[config.mk]
export PLATFORM = sky130hd
export DESIGN_NAME = mem_wb_stage
export DESIGN_NICKNAME = d
export VERILOG_FILES = /design/src/rtl/wb_pkg.sv /design/src/rtl/wb_load_extract.sv /design/src/rtl/mem_wb_stage.sv
export SDC_FILE = /design/constraint.sdc
export NUM_CORES = 1
export LEC_CHECK = 0
export ABC_CLOCK_PERIOD_IN_PS = 2400
export CORE_ASPECT_RATIO = 0.6
export CORE_MARGIN = 2
export CORE_UTILIZATION = 50
export CTS_CLUSTER_DIAMETER = 120
export CTS_CLUSTER_SIZE = 10
export DETAILED_ROUTE_END_ITERATION = 16
export DONT_BUFFER_PORTS = 1
export SLEW_MARGIN = 20
export SYNTH_ARGS = -nofsm -noshare
export SYNTH_HDL_FRONTEND = slang
export SYNTH_SLANG_ARGS = --single-unit
[constraint.sdc]
create_clock -name clk -period 2.4 [get_ports clk]
set_input_delay 0.6 -clock clk [delete_from_list [all_inputs] [get_ports clk]]
set_output_delay 0.6 -clock clk [all_outputs]
set_load 0.01 [all_outputs]
[src/rtl/wb_pkg.sv]
// Shared encodings for the MEM/WB stage: destination select, result select and load size.
// Pure constants, no logic.
package wb_pkg;

    localparam logic [1:0] RDST_RT  = 2'b00;
    localparam logic [1:0] RDST_RD  = 2'b01;
    localparam logic [1:0] RDST_RA  = 2'b10;

    localparam logic [1:0] RWD_ALU  = 2'b00;
    localparam logic [1:0] RWD_MEM  = 2'b01;
    localparam logic [1:0] RWD_LINK = 2'b10;

    localparam logic [1:0] LD_B     = 2'b00;
    localparam logic [1:0] LD_H     = 2'b01;
    localparam logic [1:0] LD_W     = 2'b10;

    localparam logic [4:0] REG_RA   = 5'd31;

endpackage

[src/rtl/wb_load_extract.sv]
// Sub-word load extraction from an aligned big-endian DMEM word (byte/half/word, sign or zero extend).
// Latency: combinational. Backpressure: none, pure function of its inputs.
// Misaligned half/word accesses simply ignore the low offset bits.
module wb_load_extract
    import wb_pkg::*;
#(
    parameter int DATA_W = 32
) (
    input  logic [DATA_W-1:0] word,
    input  logic [1:0]        offset,
    input  logic [1:0]        size,
    input  logic              uns,
    output logic [DATA_W-1:0] res
);

    logic [7:0]  lane_b;
    logic [15:0] lane_h;

    // Offset 0 addresses the most significant byte.
    always_comb begin
        lane_b = word[DATA_W-1 -: 8];
        case (offset)
            2'd1:    lane_b = word[DATA_W-9  -: 8];
            2'd2:    lane_b = word[DATA_W-17 -: 8];
            2'd3:    lane_b = word[DATA_W-25 -: 8];
            default: lane_b = word[DATA_W-1  -: 8];
        endcase
        lane_h = offset[1] ? word[DATA_W-17 -: 16] : word[DATA_W-1 -: 16];
    end

    always_comb begin
        res = word;
        case (size)
            LD_B:    res = {{(DATA_W-8){~uns & lane_b[7]}}, lane_b};
            LD_H:    res = {{(DATA_W-16){~uns & lane_h[15]}}, lane_h};
            default: res = word;
        endcase
    end

endmodule

[src/rtl/mem_wb_stage.sv]
// MEM/WB stage register + writeback mux + retire counter; WB_LOAD_EXT_EN enables sub-word load extraction.
// Latency: 1 cycle inputs -> rf_*; rf_* combinational from stage regs.
// Backpressure: stall holds the stage and blocks write/retire; flush (wins over stall) inserts a bubble.
module mem_wb_stage
    import wb_pkg::*;
#(
    parameter int DATA_W = 32,
    parameter int REG_AW = 5,
    parameter int CNT_W  = 32
) (
    input  logic              clk,
    input  logic              rst_n,
    input  logic              in_valid,
    input  logic              stall,
    input  logic              flush,
    input  logic [DATA_W-1:0] alu_o,
    input  logic [DATA_W-1:0] dmem_d,
    input  logic [31:0]       insn,
    input  logic [DATA_W-1:0] pc,
    input  logic              rwe,
    input  logic [1:0]        rdst,
    input  logic [1:0]        rwd,
    input  logic [1:0]        ld_size,
    input  logic              ld_uns,
    output logic              wb_valid,
    output logic              rf_we,
    output logic [REG_AW-1:0] rf_waddr,
    output logic [DATA_W-1:0] rf_wdata,
    output logic [CNT_W-1:0]  retire_cnt
);

    logic              valid_q;
    logic              rwe_q;
    logic [4:0]        rt_q;
    logic [4:0]        rd_q;
    logic [DATA_W-1:0] alu_q;
    logic [DATA_W-1:0] dmem_q;
    logic [DATA_W-1:0] pc_q;
    logic [1:0]        rdst_q;
    logic [1:0]        rwd_q;
    logic [CNT_W-1:0]  cnt_q;
    logic [DATA_W-1:0] mem_res;
    logic [REG_AW-1:0] waddr;

    // Only the register fields of the instruction matter at writeback.
    logic unused_insn;
    assign unused_insn = ^{insn[31:21], insn[10:0]};

    always_ff @(posedge clk or negedge rst_n) begin
        if (!rst_n) begin
            valid_q <= 1'b0;
            rwe_q   <= 1'b0;
            rt_q    <= '0;
            rd_q    <= '0;
            alu_q   <= '0;
            dmem_q  <= '0;
            pc_q    <= '0;
            rdst_q  <= '0;
            rwd_q   <= '0;
        end else if (flush) begin
            valid_q <= 1'b0;
        end else if (!stall) begin
            valid_q <= in_valid;
            rwe_q   <= rwe;
            rt_q    <= insn[20:16];
            rd_q    <= insn[15:11];
            alu_q   <= alu_o;
            dmem_q  <= dmem_d;
            pc_q    <= pc;
            rdst_q  <= rdst;
            rwd_q   <= rwd;
        end
    end

`ifdef WB_LOAD_EXT_EN
    logic [1:0] ld_size_q;
    logic       ld_uns_q;

    always_ff @(posedge clk or negedge rst_n) begin
        if (!rst_n) begin
            ld_size_q <= '0;
            ld_uns_q  <= 1'b0;
        end else if (!flush && !stall) begin
            ld_size_q <= ld_size;
            ld_uns_q  <= ld_uns;
        end
    end

    wb_load_extract #(
        .DATA_W (DATA_W)
    ) u_extract (
        .word   (dmem_q),
        .offset (alu_q[1:0]),
        .size   (ld_size_q),
        .uns    (ld_uns_q),
        .res    (mem_res)
    );
`else
    logic unused_ld;
    assign unused_ld = ^{ld_size, ld_uns};
    assign mem_res   = dmem_q;
`endif

    // The reserved encoding 11 falls back to rt.
    always_comb begin
        waddr = REG_AW'(rt_q);
        case (rdst_q)
            RDST_RD: waddr = REG_AW'(rd_q);
            RDST_RA: waddr = REG_AW'(REG_RA);
            default: waddr = REG_AW'(rt_q);
        endcase
    end

    always_comb begin
        rf_wdata = alu_q;
        case (rwd_q)
            RWD_MEM:  rf_wdata = mem_res;
            RWD_LINK: rf_wdata = pc_q + DATA_W'(8);
            default:  rf_wdata = alu_q;
        endcase
    end

    // A stalled instruction has not yet left WB, so it neither writes nor retires.
    always_ff @(posedge clk or negedge rst_n) begin
        if (!rst_n) begin
            cnt_q <= '0;
        end else if (valid_q && !stall) begin
            cnt_q <= cnt_q + CNT_W'(1);
        end
    end

    assign wb_valid   = valid_q;
    assign rf_waddr   = waddr;
    assign rf_we      = valid_q & rwe_q & (waddr != '0) & ~stall;
    assign retire_cnt = cnt_q;

endmodule

==> run_results.csv, run 1 <==
group,metric,value,unit
sta,slew_violations,0,
drt,drt-wirelength-per-cell,20.5,µm
synthesis,ys_seq_area_share,52.7,%
critical_path,required,1.80,ns
die,die_area,14700,µm²
clocking,clkTransAtPathRegs,0.06,ns
synthesis,synth-simple-area-share,12.8,%
final_layout,fillers,1010,
clocking,cts_buffers,17,
sta,finalCritPeriodShare,116,%
drt,antenna_left,0,
pwr,p_leak,3.66,nW
outcome,status,"complete, but fails checks",
critical_path,rr_worst_depth,5,
worst_hold_path,hold_class,"in2async",
grt,antenna_found_initial,3,
die,core_area,13500,µm²
sta,setup_viol,26,
sta,fmax,358,MHz
final_layout,area_growth,27.4,%
final_layout,design_area,8720,µm²
placed_design,dpl_cell_area,7370,µm²
clocking,root_buffer,"clkbuf_16",
critical_path,path_class,"reg2out",
final_layout,num_antenna_cells,0,
grt,grt_max_degree,145,
synthesis,ys_ff_latch,144,
clocking,cts_tree,"done",
sta,fin_hold_ws,-0.119,ns
synthesis,synthArstFlopShare,100,%
critical_path,rrSetupSlack,0.41,ns
synthesis,synth_cells,591,
clocking,htree_num_levels,4,
clocking,clock_path_buffers,2,
die,core.rowCount,33,
sta,maxSlewHeadroom,62.2,%
die,start_util,50.7,%
synthesis,synth-xor-area-share,7.42,%
synthesis,synth_edf_count,0,
drt,drt_iter0_markers,345,
run,drv_cap,0,
sta,rsz0062_at_grt,"true",
drt,avgViaCountPerCell,5.68,
synthesis,synthFlopType,"dfrtp_1",
critical_path,cp-start-kind,"flip-flop",
final_layout,nets,804,
synthesis,synth.avg_cell_area,11.6,µm²
outcome,failed_checks,"negative hold slack, negative setup slack",
synthesis,syn-cell-area,6840,µm²
synthesis,synth_top_family_by_area,"multiplexers",
sta,worst_pin_slew,0.563,ns
critical_path,critPathMaxFanout,2,
grt,overflow,0,
pwr,powerDensity,849,nW/µm²
drt,drt_pass1_iterations,5,
clocking,clkLatencyLatePin,0.41,ns
synthesis,synth.distinct_cells,39,
placed_design,dp_slack,0.0203,ns
synthesis,ys_warn_count,0,
placed_design,gp_congestion,0.822,
sta,hold_viol_final,144,
clocking,cts_sinks,144,
grt,grt_pass1_wl,26.2,mm
synthesis,synthAdderAreaFrac,1.10,%
grt,grt_pass1_vias,4760,
placed_design,io_buffer_count,0,
final_layout,drive_gt1_share,40.9,%
die,die_h,94.6,µm
placed_design,dpl.hpwl,11.6,mm
sta,setup_ws,-0.391,ns
pwr,vdd_drop_max,0.429,mV
critical_path,end_kind,"output port",
die,io_pins,212,
sta,layout_min_cycle_time,2.79,ns
drt,via_count,4801,
synthesis,synth_mux_area_share,16.6,%
grt,grt_usage,23.3,%
drt,drc_errors,0,
critical_path,crit_arrival,2.19,ns
drt,drt-total-wl,17.3,mm
sta,clock_skew,0.0100,ns
synthesis,syn-num-nets,738,
pwr,total_power,7.40,mW
synthesis,synth_compound_area_share,6.91,%
die,die_w,155,µm
-- metal layers --
| metal | global-route usage [%] | wire, µm |
|---|---|---|
| met1 | 34.3 | 8270 |
| met2 | 32.4 | 7510 |
| met3 | 9.13 | 1420 |
| met4 | 5.02 | 93 |
| met5 | 0 | 5 |
-- power breakdown --
part / total [mW] / internal, mW / switching [mW] / leakage, nW
sequential: 2.98 / 2.73 / 0.244 / 1.75
clock: 2.71 / 1.67 / 1.04 / 0.283
combinational: 1.72 / 0.867 / 0.854 / 1.63
total: 7.40 / 5.27 / 2.13 / 3.66
-- per-stage QoR --
step	setup TNS [ns]	instances	hold WS, ns	utilization [%]
after CTS	-5.93	833	-0.135	61.8
after global routing	-8.97	845	-0.140	64.6
after global placement	0	788	0.307	54.6
final	-5.88	845	-0.119	64.6
after floorplan	0	591	0.304	-
after detailed placement	0	788	0.309	54.6
-- cell usage after synthesis (2+ instances only) --
| cell | count | share of area (%) |
|---|---|---|
| nand3_2 | 4 | 0.59 |
| mux2_2 | 100 | 16 |
| and3_1 | 8 | 0.73 |
| ha_1 | 6 | 1.1 |
| a221oi_1 | 6 | 0.77 |
| nand2_1 | 84 | 4.6 |
| and4_1 | 3 | 0.38 |
| a22oi_1 | 8 | 0.88 |
| dfrtp_1 | 144 | 53 |
| nor2_1 | 12 | 0.66 |
| nor4_1 | 4 | 0.37 |
| a21oi_1 | 11 | 0.80 |
| clkbuf_1 | 22 | 1.2 |
| inv_1 | 15 | 0.82 |
| o21ai_0 | 25 | 1.8 |
| nor4_4 | 2 | 0.62 |
| nand3_1 | 21 | 1.5 |
| o221ai_1 | 16 | 2.0 |
| xor2_1 | 26 | 3.3 |
| nand4_1 | 14 | 1.3 |
| o221ai_2 | 2 | 0.44 |
| xnor2_1 | 32 | 4.1 |
| nor3_1 | 6 | 0.44 |
| buf_2 | 5 | 0.37 |
-- worst max-delay path, stage by stage (launching register included) --
cell	delay, ns
dfrtp_1	0.36
ha_2	0.18
nand4_1	0.15
buf_4	0.19
nor4_4	0.28
xor2_2	0.12
a221oi_2	0.27
a21oi_1	0.08
buf_4	0.15
-- state kept, by name, summed over array words and instances (netlist names) --
signal and count:
pc_q 32, rd_q 5, alu_q 32, rdst_q 2, dmem_q 32, rt_q 5, wb_valid 1, rwd_q 2
rwe_q 1, retire_cnt 32
-- placed cells by master (no fill, tap or decap), types with 11 or more instances in the layout --
| master | count |
|---|---|
| dfrtp_1 | 143 |
| mux2_2 | 100 |
| nand2_1 | 82 |
| buf_4 | 54 |
| xnor2_1 | 29 |
| xor2_1 | 21 |
| clkbuf_16 | 20 |
| o21ai_0 | 18 |
| o221ai_2 | 16 |
| nand4_1 | 14 |
| nand3_1 | 14 |
| inv_1 | 13 |
| a21oi_1 | 11 |
-- what timing repair did --
item	in CTS	in global routing
setup endpoints to repair	32	33
endpoints found under the hold margin	144	144
gates cloned	1	3
gates resized for setup	56	41
buffers inserted	12	9
pin swaps	31	19
-- layout make-up --
class                      instances  area, µm²  area share, %
sequential                       144       3600           41.3
multi-input combinational        404       3480           39.9
timing repair buffer              75        752           8.62
clock buffer                      20        447           5.12
tap                              175        219           2.51
clock inverter                    12        160           1.84
inverter                          15       56.3          0.646
-- path summary, 6_finish.rpt --
| check | endpoint | from |
|---|---|---|
| worst max-delay path | rf_wdata[19] | pc_q[3] |
| worst min-delay path | alu_q[18] | rst_n |
| worst max register to register | retire_cnt[25] | retire_cnt[4] |
| worst min register to register | alu_q[24] | alu_q[24] |
| max in group asynchronous | pc_q[29] | rst_n |
| min in group clk | wb_valid | flush |
-- kinds of logic (layout without fill, tap and decap cells) --
family          Yosys count  count (layout)
compound gates           69              69
fa+ha+maj                 6               6
buf+inv                  44             122
mux                     101             101
xor+xnor                 58              58
flops                   144             144
simple gates            169             170
No activity file was read; power rests on OpenSTA's default activity.
==> run 2: changes to the inputs <==
--- a/config.mk
+++ b/config.mk
@@ -5,7 +5,6 @@
 export SDC_FILE = /design/constraint.sdc
 export NUM_CORES = 1
 export LEC_CHECK = 0
-export ABC_CLOCK_PERIOD_IN_PS = 2400
 export CORE_ASPECT_RATIO = 0.6
 export CORE_MARGIN = 2
 export CORE_UTILIZATION = 50
==> results of run 2 <==
No change in the layout: final DEF, timing and power equal those of run 1.
